$ cat config.mk
export PLATFORM = sky130hd
export DESIGN_NAME = mano_seq_ctrl_flat
export DESIGN_NICKNAME = d
export VERILOG_FILES = /design/src/rtl/mano_seq_ctrl_pkg.sv /design/src/rtl/mano_seq_ctrl_if.sv /design/src/rtl/mano_seq_ctrl_counter.sv /design/src/rtl/mano_seq_ctrl.sv /design/src/flat_wrapper.sv
export SDC_FILE = /design/constraint.sdc
export NUM_CORES = 1
export LEC_CHECK = 0
export CAP_MARGIN = 20
export CELL_PAD_IN_SITES_DETAIL_PLACEMENT = 1
export CELL_PAD_IN_SITES_GLOBAL_PLACEMENT = 2
export CORE_MARGIN = 8
export CORE_UTILIZATION = 15
export CTS_CLUSTER_SIZE = 12
export DETAILED_ROUTE_END_ITERATION = 16
export PLACE_DENSITY_LB_ADDON = 0.05
export SLEW_MARGIN = 10
export SYNTH_ARGS = -nofsm -noshare
export SYNTH_HDL_FRONTEND = slang
export SYNTH_SLANG_ARGS = --single-unit
$ cat constraint.sdc
create_clock -name clk -period 2.4 [get_ports clk]
set_input_delay 0.48 -clock clk [delete_from_list [all_inputs] [get_ports clk]]
set_output_delay 0.48 -clock clk [all_outputs]
set_load 0.03 [all_outputs]
$ cat src/rtl/mano_seq_ctrl_pkg.sv
// Shared constants and types for the basic-computer timing/control sequencer.
// Opcode and T-index values follow the classic Mano encoding.
package mano_ctrl_pkg;

  localparam int SC_W = 3;

  localparam logic [2:0] OP_AND = 3'd0;
  localparam logic [2:0] OP_ADD = 3'd1;
  localparam logic [2:0] OP_LDA = 3'd2;
  localparam logic [2:0] OP_STA = 3'd3;
  localparam logic [2:0] OP_BUN = 3'd4;
  localparam logic [2:0] OP_BSA = 3'd5;
  localparam logic [2:0] OP_ISZ = 3'd6;
  localparam logic [2:0] OP_IO  = 3'd7;

  localparam logic [SC_W-1:0] T0 = 3'd0;
  localparam logic [SC_W-1:0] T1 = 3'd1;
  localparam logic [SC_W-1:0] T2 = 3'd2;
  localparam logic [SC_W-1:0] T3 = 3'd3;
  localparam logic [SC_W-1:0] T4 = 3'd4;
  localparam logic [SC_W-1:0] T5 = 3'd5;

  localparam int B_CLA = 11;
  localparam int B_CMA = 9;
  localparam int B_INC = 5;
  localparam int B_HLT = 0;

  // Datapath strobes produced in a single cycle; memory requests are kept apart
  // because they are level signals rather than one-shot strobes.
  typedef struct packed {
    logic ar_ld_pc;
    logic ar_ld_ir;
    logic ar_ld_mem;
    logic pc_inc;
    logic pc_ld;
    logic ir_ld;
    logic dr_ld;
    logic op_and;
    logic op_add;
    logic op_lda;
    logic op_clr;
    logic op_com;
    logic op_inc;
  } strobe_t;

  function automatic logic [7:0] onehot8(input logic [2:0] idx);
    onehot8 = 8'h01 << idx;
  endfunction

endpackage

$ cat src/rtl/mano_seq_ctrl_if.sv
// Bundle of instruction, memory handshake, timing and strobe signals between
// the sequencer (master) and the accumulator datapath/memory (slave).
interface mano_seq_ctrl_if;

  logic        start;
  logic [15:0] IR;
  logic        mem_ack;

  logic [7:0]  T;
  logic [7:0]  D;
  logic        J;
  logic        S;

  logic        AR_LD_PC;
  logic        AR_LD_IR;
  logic        AR_LD_MEM;
  logic        PC_INC;
  logic        PC_LD;
  logic        IR_LD;
  logic        DR_LD;
  logic        MEM_RD;
  logic        MEM_WR;
  logic        AND;
  logic        ADD;
  logic        LDA;
  logic        CLR;
  logic        COM;
  logic        INC;
  logic        ERR;

  modport master (
    input  start, IR, mem_ack,
    output T, D, J, S,
    output AR_LD_PC, AR_LD_IR, AR_LD_MEM, PC_INC, PC_LD, IR_LD, DR_LD,
    output MEM_RD, MEM_WR, AND, ADD, LDA, CLR, COM, INC, ERR
  );

  modport slave (
    output start, IR, mem_ack,
    input  T, D, J, S,
    input  AR_LD_PC, AR_LD_IR, AR_LD_MEM, PC_INC, PC_LD, IR_LD, DR_LD,
    input  MEM_RD, MEM_WR, AND, ADD, LDA, CLR, COM, INC, ERR
  );

endinterface

$ cat src/rtl/mano_seq_ctrl_counter.sv
// Sequence counter SC with clear/increment/hold control and one-hot T decode.
// Only T0..T5 are legal; any other count is pulled back to 0.
module mano_seq_counter
  import mano_ctrl_pkg::*;
(
  input  logic            clk,
  input  logic            rst_n,
  input  logic            inc,
  input  logic            clr,
  output logic [SC_W-1:0] sc,
  output logic [7:0]      t
);

  always_ff @(posedge clk or negedge rst_n) begin
    if (!rst_n) begin
      sc <= T0;
    end else if (clr || (sc > T5)) begin
      sc <= T0;
    end else if (inc) begin
      sc <= (sc == T5) ? T0 : sc + SC_W'(1);
    end
  end

  always_comb begin
    t = (sc > T5) ? 8'h00 : onehot8(sc);
  end

endmodule

$ cat src/rtl/mano_seq_ctrl.sv
// Timing and control sequencer: run flip-flop, indirect latch, ack timeout and
// the per-T-state strobe decode for fetch, indirect, memory-ref and reg-ref.
module mano_seq_ctrl
  import mano_ctrl_pkg::*;
#(
  parameter int ACK_TIMEOUT = 0,
  parameter int TO_W        = 8
) (
  input  logic                 clk,
  input  logic                 rst_n,
  mano_seq_ctrl_if.master      bus
);

  logic [SC_W-1:0] sc;
  logic [7:0]      t;
  logic [7:0]      d;
  logic            s_q;
  logic            j_q;
  logic            err_q;
  logic [TO_W-1:0] wait_cnt;

  strobe_t         stb;
  logic            mem_rd;
  logic            mem_wr;
  logic            mem_busy;
  logic            sc_inc;
  logic            sc_clr;
  logic            halt;
  logic            timeout;
  logic            unused_ir_bits;

  assign unused_ir_bits = ^{bus.IR[10], bus.IR[8:6], bus.IR[4:1]};

  mano_seq_counter u_sc (
    .clk   (clk),
    .rst_n (rst_n),
    .inc   (sc_inc),
    .clr   (sc_clr),
    .sc    (sc),
    .t     (t)
  );

  always_comb begin
    d = onehot8(bus.IR[14:12]);
  end

  // Strobes fire only in the cycle SC leaves a state; memory states wait for ack.
  always_comb begin
    stb    = '0;
    mem_rd = 1'b0;
    mem_wr = 1'b0;
    sc_inc = 1'b0;
    sc_clr = 1'b0;
    halt   = 1'b0;
    if (!s_q) begin
      sc_clr = 1'b1;
    end else begin
      case (sc)
        T0: begin
          stb.ar_ld_pc = 1'b1;
          sc_inc       = 1'b1;
        end
        T1: begin
          mem_rd = 1'b1;
          if (bus.mem_ack) begin
            stb.ir_ld  = 1'b1;
            stb.pc_inc = 1'b1;
            sc_inc     = 1'b1;
          end
        end
        T2: begin
          stb.ar_ld_ir = 1'b1;
          sc_inc       = 1'b1;
        end
        T3: begin
          if (d[OP_IO]) begin
            if (!j_q) begin
              stb.op_clr = bus.IR[B_CLA];
              stb.op_com = bus.IR[B_CMA];
              stb.op_inc = bus.IR[B_INC];
              halt       = bus.IR[B_HLT];
            end
            sc_clr = 1'b1;
          end else if (j_q) begin
            mem_rd = 1'b1;
            if (bus.mem_ack) begin
              stb.ar_ld_mem = 1'b1;
              sc_inc        = 1'b1;
            end
          end else begin
            sc_inc = 1'b1;
          end
        end
        T4: begin
          if (d[OP_AND] || d[OP_ADD] || d[OP_LDA]) begin
            mem_rd = 1'b1;
            if (bus.mem_ack) begin
              stb.dr_ld = 1'b1;
              sc_inc    = 1'b1;
            end
          end else if (d[OP_STA]) begin
            mem_wr = 1'b1;
            if (bus.mem_ack) begin
              sc_clr = 1'b1;
            end
          end else if (d[OP_BUN]) begin
            stb.pc_ld = 1'b1;
            sc_clr    = 1'b1;
          end else begin
            sc_clr = 1'b1;
          end
        end
        T5: begin
          stb.op_and = d[OP_AND];
          stb.op_add = d[OP_ADD];
          stb.op_lda = d[OP_LDA];
          sc_clr     = 1'b1;
        end
        default: begin
          sc_clr = 1'b1;
        end
      endcase
    end

    mem_busy = mem_rd || mem_wr;
    timeout  = (ACK_TIMEOUT != 0) && mem_busy && !bus.mem_ack &&
               (wait_cnt == TO_W'(ACK_TIMEOUT - 1));
    if (timeout) begin
      sc_clr = 1'b1;
    end
  end

  // Run flip-flop: a timeout or HLT stops the machine; start is honoured only
  // from the stopped state and only while no timeout error is latched.
  always_ff @(posedge clk or negedge rst_n) begin
    if (!rst_n) begin
      s_q   <= 1'b0;
      err_q <= 1'b0;
    end else begin
      if (timeout || halt) begin
        s_q <= 1'b0;
      end else if (!s_q && bus.start && !err_q) begin
        s_q <= 1'b1;
      end
      if (timeout) begin
        err_q <= 1'b1;
      end
    end
  end

  always_ff @(posedge clk or negedge rst_n) begin
    if (!rst_n) begin
      j_q <= 1'b0;
    end else if (s_q && (sc == T2)) begin
      j_q <= bus.IR[15];
    end
  end

  // Counts unacknowledged cycles of the current memory access only.
  always_ff @(posedge clk or negedge rst_n) begin
    if (!rst_n) begin
      wait_cnt <= '0;
    end else if (mem_busy && !bus.mem_ack && !timeout) begin
      wait_cnt <= wait_cnt + TO_W'(1);
    end else begin
      wait_cnt <= '0;
    end
  end

  assign bus.T         = t;
  assign bus.D         = d;
  assign bus.J         = j_q;
  assign bus.S         = s_q;
  assign bus.ERR       = err_q;
  assign bus.MEM_RD    = mem_rd;
  assign bus.MEM_WR    = mem_wr;
  assign bus.AR_LD_PC  = stb.ar_ld_pc;
  assign bus.AR_LD_IR  = stb.ar_ld_ir;
  assign bus.AR_LD_MEM = stb.ar_ld_mem;
  assign bus.PC_INC    = stb.pc_inc;
  assign bus.PC_LD     = stb.pc_ld;
  assign bus.IR_LD     = stb.ir_ld;
  assign bus.DR_LD     = stb.dr_ld;
  assign bus.AND       = stb.op_and;
  assign bus.ADD       = stb.op_add;
  assign bus.LDA       = stb.op_lda;
  assign bus.CLR       = stb.op_clr;
  assign bus.COM       = stb.op_com;
  assign bus.INC       = stb.op_inc;

endmodule
$ cat src/flat_wrapper.sv
// flat-port wrapper written by rule: the top's interface ports become plain ports
module mano_seq_ctrl_flat import mano_ctrl_pkg::*;
#(
  parameter int ACK_TIMEOUT = 0,
  parameter int TO_W        = 8
)
  (clk, rst_n, bus_start, bus_IR, bus_mem_ack, bus_T, bus_D, bus_J, bus_S, bus_AR_LD_PC, bus_AR_LD_IR, bus_AR_LD_MEM, bus_PC_INC, bus_PC_LD, bus_IR_LD, bus_DR_LD, bus_MEM_RD, bus_MEM_WR, bus_AND, bus_ADD, bus_LDA, bus_CLR, bus_COM, bus_INC, bus_ERR);
  mano_seq_ctrl_if bus_i ();
  input  logic clk;
  input  logic rst_n;
  input wire logic [$bits(bus_i.start)-1:0] bus_start;
  input wire logic [$bits(bus_i.IR)-1:0] bus_IR;
  input wire logic [$bits(bus_i.mem_ack)-1:0] bus_mem_ack;
  output wire logic [$bits(bus_i.T)-1:0] bus_T;
  output wire logic [$bits(bus_i.D)-1:0] bus_D;
  output wire logic [$bits(bus_i.J)-1:0] bus_J;
  output wire logic [$bits(bus_i.S)-1:0] bus_S;
  output wire logic [$bits(bus_i.AR_LD_PC)-1:0] bus_AR_LD_PC;
  output wire logic [$bits(bus_i.AR_LD_IR)-1:0] bus_AR_LD_IR;
  output wire logic [$bits(bus_i.AR_LD_MEM)-1:0] bus_AR_LD_MEM;
  output wire logic [$bits(bus_i.PC_INC)-1:0] bus_PC_INC;
  output wire logic [$bits(bus_i.PC_LD)-1:0] bus_PC_LD;
  output wire logic [$bits(bus_i.IR_LD)-1:0] bus_IR_LD;
  output wire logic [$bits(bus_i.DR_LD)-1:0] bus_DR_LD;
  output wire logic [$bits(bus_i.MEM_RD)-1:0] bus_MEM_RD;
  output wire logic [$bits(bus_i.MEM_WR)-1:0] bus_MEM_WR;
  output wire logic [$bits(bus_i.AND)-1:0] bus_AND;
  output wire logic [$bits(bus_i.ADD)-1:0] bus_ADD;
  output wire logic [$bits(bus_i.LDA)-1:0] bus_LDA;
  output wire logic [$bits(bus_i.CLR)-1:0] bus_CLR;
  output wire logic [$bits(bus_i.COM)-1:0] bus_COM;
  output wire logic [$bits(bus_i.INC)-1:0] bus_INC;
  output wire logic [$bits(bus_i.ERR)-1:0] bus_ERR;
  assign bus_i.start = bus_start;
  assign bus_i.IR = bus_IR;
  assign bus_i.mem_ack = bus_mem_ack;
  assign bus_T = bus_i.T;
  assign bus_D = bus_i.D;
  assign bus_J = bus_i.J;
  assign bus_S = bus_i.S;
  assign bus_AR_LD_PC = bus_i.AR_LD_PC;
  assign bus_AR_LD_IR = bus_i.AR_LD_IR;
  assign bus_AR_LD_MEM = bus_i.AR_LD_MEM;
  assign bus_PC_INC = bus_i.PC_INC;
  assign bus_PC_LD = bus_i.PC_LD;
  assign bus_IR_LD = bus_i.IR_LD;
  assign bus_DR_LD = bus_i.DR_LD;
  assign bus_MEM_RD = bus_i.MEM_RD;
  assign bus_MEM_WR = bus_i.MEM_WR;
  assign bus_AND = bus_i.AND;
  assign bus_ADD = bus_i.ADD;
  assign bus_LDA = bus_i.LDA;
  assign bus_CLR = bus_i.CLR;
  assign bus_COM = bus_i.COM;
  assign bus_INC = bus_i.INC;
  assign bus_ERR = bus_i.ERR;
  mano_seq_ctrl #(.ACK_TIMEOUT(ACK_TIMEOUT), .TO_W(TO_W)) u_core (.clk(clk), .rst_n(rst_n), .bus(bus_i));
endmodule
# Word level (Yosys, flattened, before mapping)

Index checks and enable logic that the tools add are counted.
Widths: inputs -> output; s select.

Add/subtract/negate cells: 1
Magnitude comparators: 1
Equality and inequality tests: 5
Shifts and indexed selects: 2
Mux-type cells: 46
Reductions and logical operators: 11

Operators by type and width:

| kind                | count |
|---|---|
| $mux 1              | 34 |
| $mux 3              | 7 |
| $shl 1x3->8 const A | 2 |
| $mux 13             | 1 |
| $mux 8              | 1 |
| $eq 3x2->1 const B  | 2 |
| $eq 3x3->1 const B  | 2 |
| $pmux 1 s3          | 2 |
| $pmux 1 s4          | 1 |
| $reduce_bool 2->1   | 2 |
| $add 3x1->3 const B | 1 |
| $eq 3x1->1 const B  | 1 |
| $gt 3x3->1 const B  | 1 |
| $logic_not 3->1     | 1 |
| $logic_or 1x1->1    | 3 |
| $reduce_or 3->1     | 1 |
| $logic_and 1x1->1   | 2 |
| $reduce_or 2->1     | 1 |
| $logic_not 1->1     | 1 |

Flip-flop bits (word level): 5
Bits of input ports: 20
Output and inout bits: 34
Logic and storage cells: 69

# Depth between registers and ports, before layout

Word-level depth: 8
Mapped depth: 7
Depth with buffers taken out: 6

# Hierarchy

Synthesis repeated with hierarchy kept, for this count alone.

Cells, all modules: 94
Area, all modules: 714.4 um^2

Modules (own cells, without submodules):

| module           | times used | cells each | area each (um^2) | sequential area each (um^2) |
|---|---|---|---|---|
| mano_seq_ctrl    | 1          | 67         | 457.9            | 50.0 |
| mano_seq_counter | 1          | 27         | 256.5            | 75.1 |

# Worst setup path before layout

OpenSTA, ideal clock, no wires.

Kind: reg2out
Start: register u_core.s_q (netlist: u_core.bus.S)
End: output bus_PC_INC
Data arrival time: 1.889 ns
Required time: 1.920 ns
Setup slack: 0.031 ns
Stages on the path, launching flop included: 5
Path buffers: 2
Cell sequence: dfrtp_1 -> clkbuf_1 -> nand2_1 -> nor3_1 -> buf_4

Word-level cells in the longest chain between the ends: 1

RTL lines:

| item                   | RTL line             | text |
|---|---|---|
| start, declared        | mano_seq_ctrl.sv:17  | `logic s_q;` |
| start signal, assigned | mano_seq_ctrl.sv:137 | `s_q <= 1'b0;` |
| start signal, assigned | mano_seq_ctrl.sv:141 | `s_q <= 1'b0;` |
| start signal, assigned | mano_seq_ctrl.sv:143 | `s_q <= 1'b1;` |
| $mux 13                | mano_seq_ctrl.sv:55  | `if (!s_q) begin` |
| end, declared          | flat_wrapper.sv:21   | `output wire logic [$bits(bus_i.PC_INC)-1:0] bus_PC_INC;` |

No other way between the ends.

# Worst setup path after layout

Start: input bus_IR[14]
End: output bus_INC

Word-level cells in the longest chain between the ends: 4

RTL lines:

| item            | RTL line                | text |
|---|---|---|
| start, declared | flat_wrapper.sv:12      | `input wire logic [$bits(bus_i.IR)-1:0] bus_IR;` |
| $shl 1x3->8     | mano_seq_ctrl_pkg.sv:47 | `onehot8 = 8'h01 << idx;` |
| $mux 3          | mano_seq_ctrl.sv:76     | `if (d[OP_IO]) begin` |
| $mux 3          | mano_seq_ctrl.sv:58     | `case (sc)` |
| $mux 13         | mano_seq_ctrl.sv:55     |  |
| end, declared   | flat_wrapper.sv:32      | `output wire logic [$bits(bus_i.INC)-1:0] bus_INC;` |

No other way between the ends.

==> flow_summary_export.csv <==
group,metric,value,unit
global_route,grt_pass1_wl,4.28,mm
floorplanning,io_pins,54,
timing,hold_viol,0,
timing,setup_viol,0,
power,switching_share,0.494,
global_route,grt_max_degree,12,
cts,clk_pin_slew,30,ps
global_route,grt_util_all_layers,0.0814,
power,pwr-share-clk,0.126,
logic_synthesis,synth.cell_area,657,um^2
timing,fin_tns_setup,0,ps
layout,layout-drive-gt1-share,0.387,
logic_synthesis,ys_ff_latch,5,
cts,cts_setup_buffers,0,
power,ir_worst_vdd,339,uV
cts,cts-root-buf,"clkbuf_8",
placed_design,gp_congestion,0.685,
power,leakage,0.000609,uW
floorplanning,core,4290,um^2
cts,clock_latency,220,ps
global_route,antenna_found_initial,0,
cts,ctsHtreeMaxLevel,1,
logic_synthesis,synth.distinct_cells,38,
worst_setup_path,criticalPathCategory,"input pin to output port",
cts,cts_resized,0,
worst_setup_path,cp.required,1920,ps
detailed_routing,remaining_drc_errors,0,
detailed_routing,num_vias,762,
timing,fin_crit,2270,ps
power,comb_power_share,0.735,
detailed_routing,wirelength,2.74,mm
worst_setup_path,worstPathArrival,1790,ps
timing,fin_worst_skew,2.53,ps
timing,finalCritPeriodShare,0.945,
floorplanning,rows,24,
power,seqPwrFrac,0.139,
logic_synthesis,synth_warnings,0,
global_route,overflow,0,
hold_path,min_path_type,"input pin to async pin",
cts,cts_tree,"built",
logic_synthesis,synth_edf_count,0,
logic_synthesis,async_flop_share,1.00,
worst_setup_path,rrSetupSlack,630,ps
timing,report.final.slew_viol_count,0,
detailed_routing,wl_per_cell,14.5,um
floorplanning,die_width,82.2,um
detailed_routing,drt_iter0_markers,18,
power,internal_power,603,uW
logic_synthesis,syn-instance-count,85,
floorplanning,dieArea,6750,um^2
placed_design,portBuffers,43,
timing,rsz0062_at_grt,"no",
logic_synthesis,synth-seq-area-share,0.190,
worst_setup_path,crit_fanout,4,
logic_synthesis,ys.flop_type,"dfrtp_1",
cts,clockBufferDepth,2,
cts,cts.sinks,5,
layout,n_antenna_cell,0,
power,p_per_area,1000,nW/um^2
power,p_total,1190,uW
power,p_sw,589,uW
worst_setup_path,endpoint_kind,"output port",
cts,numCtsBuffers,3,
cts,cts_hold_buf,0,
detailed_routing,vias_per_cell,4.03,
floorplanning,die_h,82.2,um
worst_setup_path,critPathLaunchType,"input pin",
layout,fin_nets,160,
status,status,"completed",
worst_setup_path,worst_r2r_path_depth,6,
job,drv_cap,0,
detailed_routing,ant_nets,0,
global_route,first_global_vias,826,
timing,fmax,0.441,GHz
placed_design,dp_hpwl,2.38,mm
layout,area_growth,81.5,%
detailed_routing,first_pass_iters,4,
floorplanning,initial_core_util,0.153,
logic_synthesis,avgSynthCellArea,7.73,um^2
cell usage in the layout, fill, tap and decap left out, types with 2 or more instances in the layout:
| master | instances |
|---|---|
| nand2b_1 | 4 |
| nand2_1 | 7 |
| conb_1 | 2 |
| nor3b_1 | 2 |
| nor2_1 | 13 |
| and2_1 | 4 |
| a21boi_0 | 2 |
| dfrtp_1 | 5 |
| and3_1 | 5 |
| buf_4 | 36 |
| clkdlybuf4s50_1 | 18 |
| nor3_1 | 4 |
| dlymetal6s2s_1 | 3 |
| clkbuf_8 | 3 |
| a21oi_1 | 3 |
cell type report:
class	instances	area [um^2]
fillers	523	3100
repair buffers	57	488
multi-input cells	69	459
flip-flops and latches	5	125
well taps	52	65.1
clock buffers	4	45.0
inverters	2	10.0
synth_stat cells, types with 2 or more instances:
master | n | area share
a21oi_1 | 3 | 0.023
buf_6 | 3 | 0.051
nand2b_1 | 4 | 0.038
and3_1 | 5 | 0.048
buf_2 | 2 | 0.015
nor3b_1 | 3 | 0.034
nor3_1 | 4 | 0.030
ha_1 | 2 | 0.038
and2_1 | 4 | 0.038
buf_4 | 4 | 0.046
dfrtp_1 | 5 | 0.19
nand2_1 | 7 | 0.040
a21boi_0 | 2 | 0.023
nor2_1 | 13 | 0.074
per-stage QoR:
step	cells	worst slack [ps]	instance area [um^2]	util	hold WS (ps)
global route	189	10.9	1190	0.278	512
CTS	189	42.3	1170	0.273	508
finish	189	132	1190	0.278	504
detailed placement	185	95.1	1130	0.263	565
floorplan	86	31.3	661	-	184
global placement	185	115	1130	0.263	559
layer usage:
metal,up-vias,part of all wire,track usage
li1,389,-,-
met5,-,0,0
met1,347,0.41,0.0923
met4,0,0.0051,0.0316
met3,2,0.082,0.0260
met2,24,0.50,0.139
cell families (layout without fill, tap and decap cells):
| group | Yosys count | in the layout | synth area share |
|---|---|---|---|
| simple gates | 48 | 48 | 0.402 |
| buf+inv | 12 | 63 | 0.130 |
| fa+ha+maj | 2 | 2 | 0.0381 |
| other cells | 1 | 2 | 0.00571 |
| compound gates | 14 | 14 | 0.179 |
| mux | 3 | 3 | 0.0552 |
| flops | 5 | 5 | 0.190 |
final timing paths:
path | start | end
worst max register to register | u_core.u_sc.sc[2] | u_core.u_sc.sc[1]
worst min register to register | u_core.u_sc.sc[0] | u_core.u_sc.sc[0]
max in group asynchronous | rst_n | u_core.u_sc.sc[0]
worst min-delay path | rst_n | u_core.bus.S
min in group clk | u_core.u_sc.sc[0] | u_core.u_sc.sc[0]
worst max-delay path | bus_IR[14] | bus_INC
power by group through the flow:
stage	sequential (uW)	combinational, uW	clock [uW]
5_1_grt	174	957	164
6_report	166	876	150
3_5_place_dp	165	892	0
3_3_place_gp	165	893	0
2_1_floorplan	158	576	0
4_1_cts	165	897	156
critical path, stage by stage:
cell	delay (ps)
clkdlybuf4s50_1	540
nand3_2	120
inv_1	90
and4b_2	260
and2_1	140
buf_4	160
state kept, by name, indices dropped and copies added (netlist names):
| register | count |
|---|---|
| u_core.u_sc.sc | 3 |
| u_core.bus.S | 1 |
| u_core.bus.J | 1 |
Power figures use the tool's default switching activity.
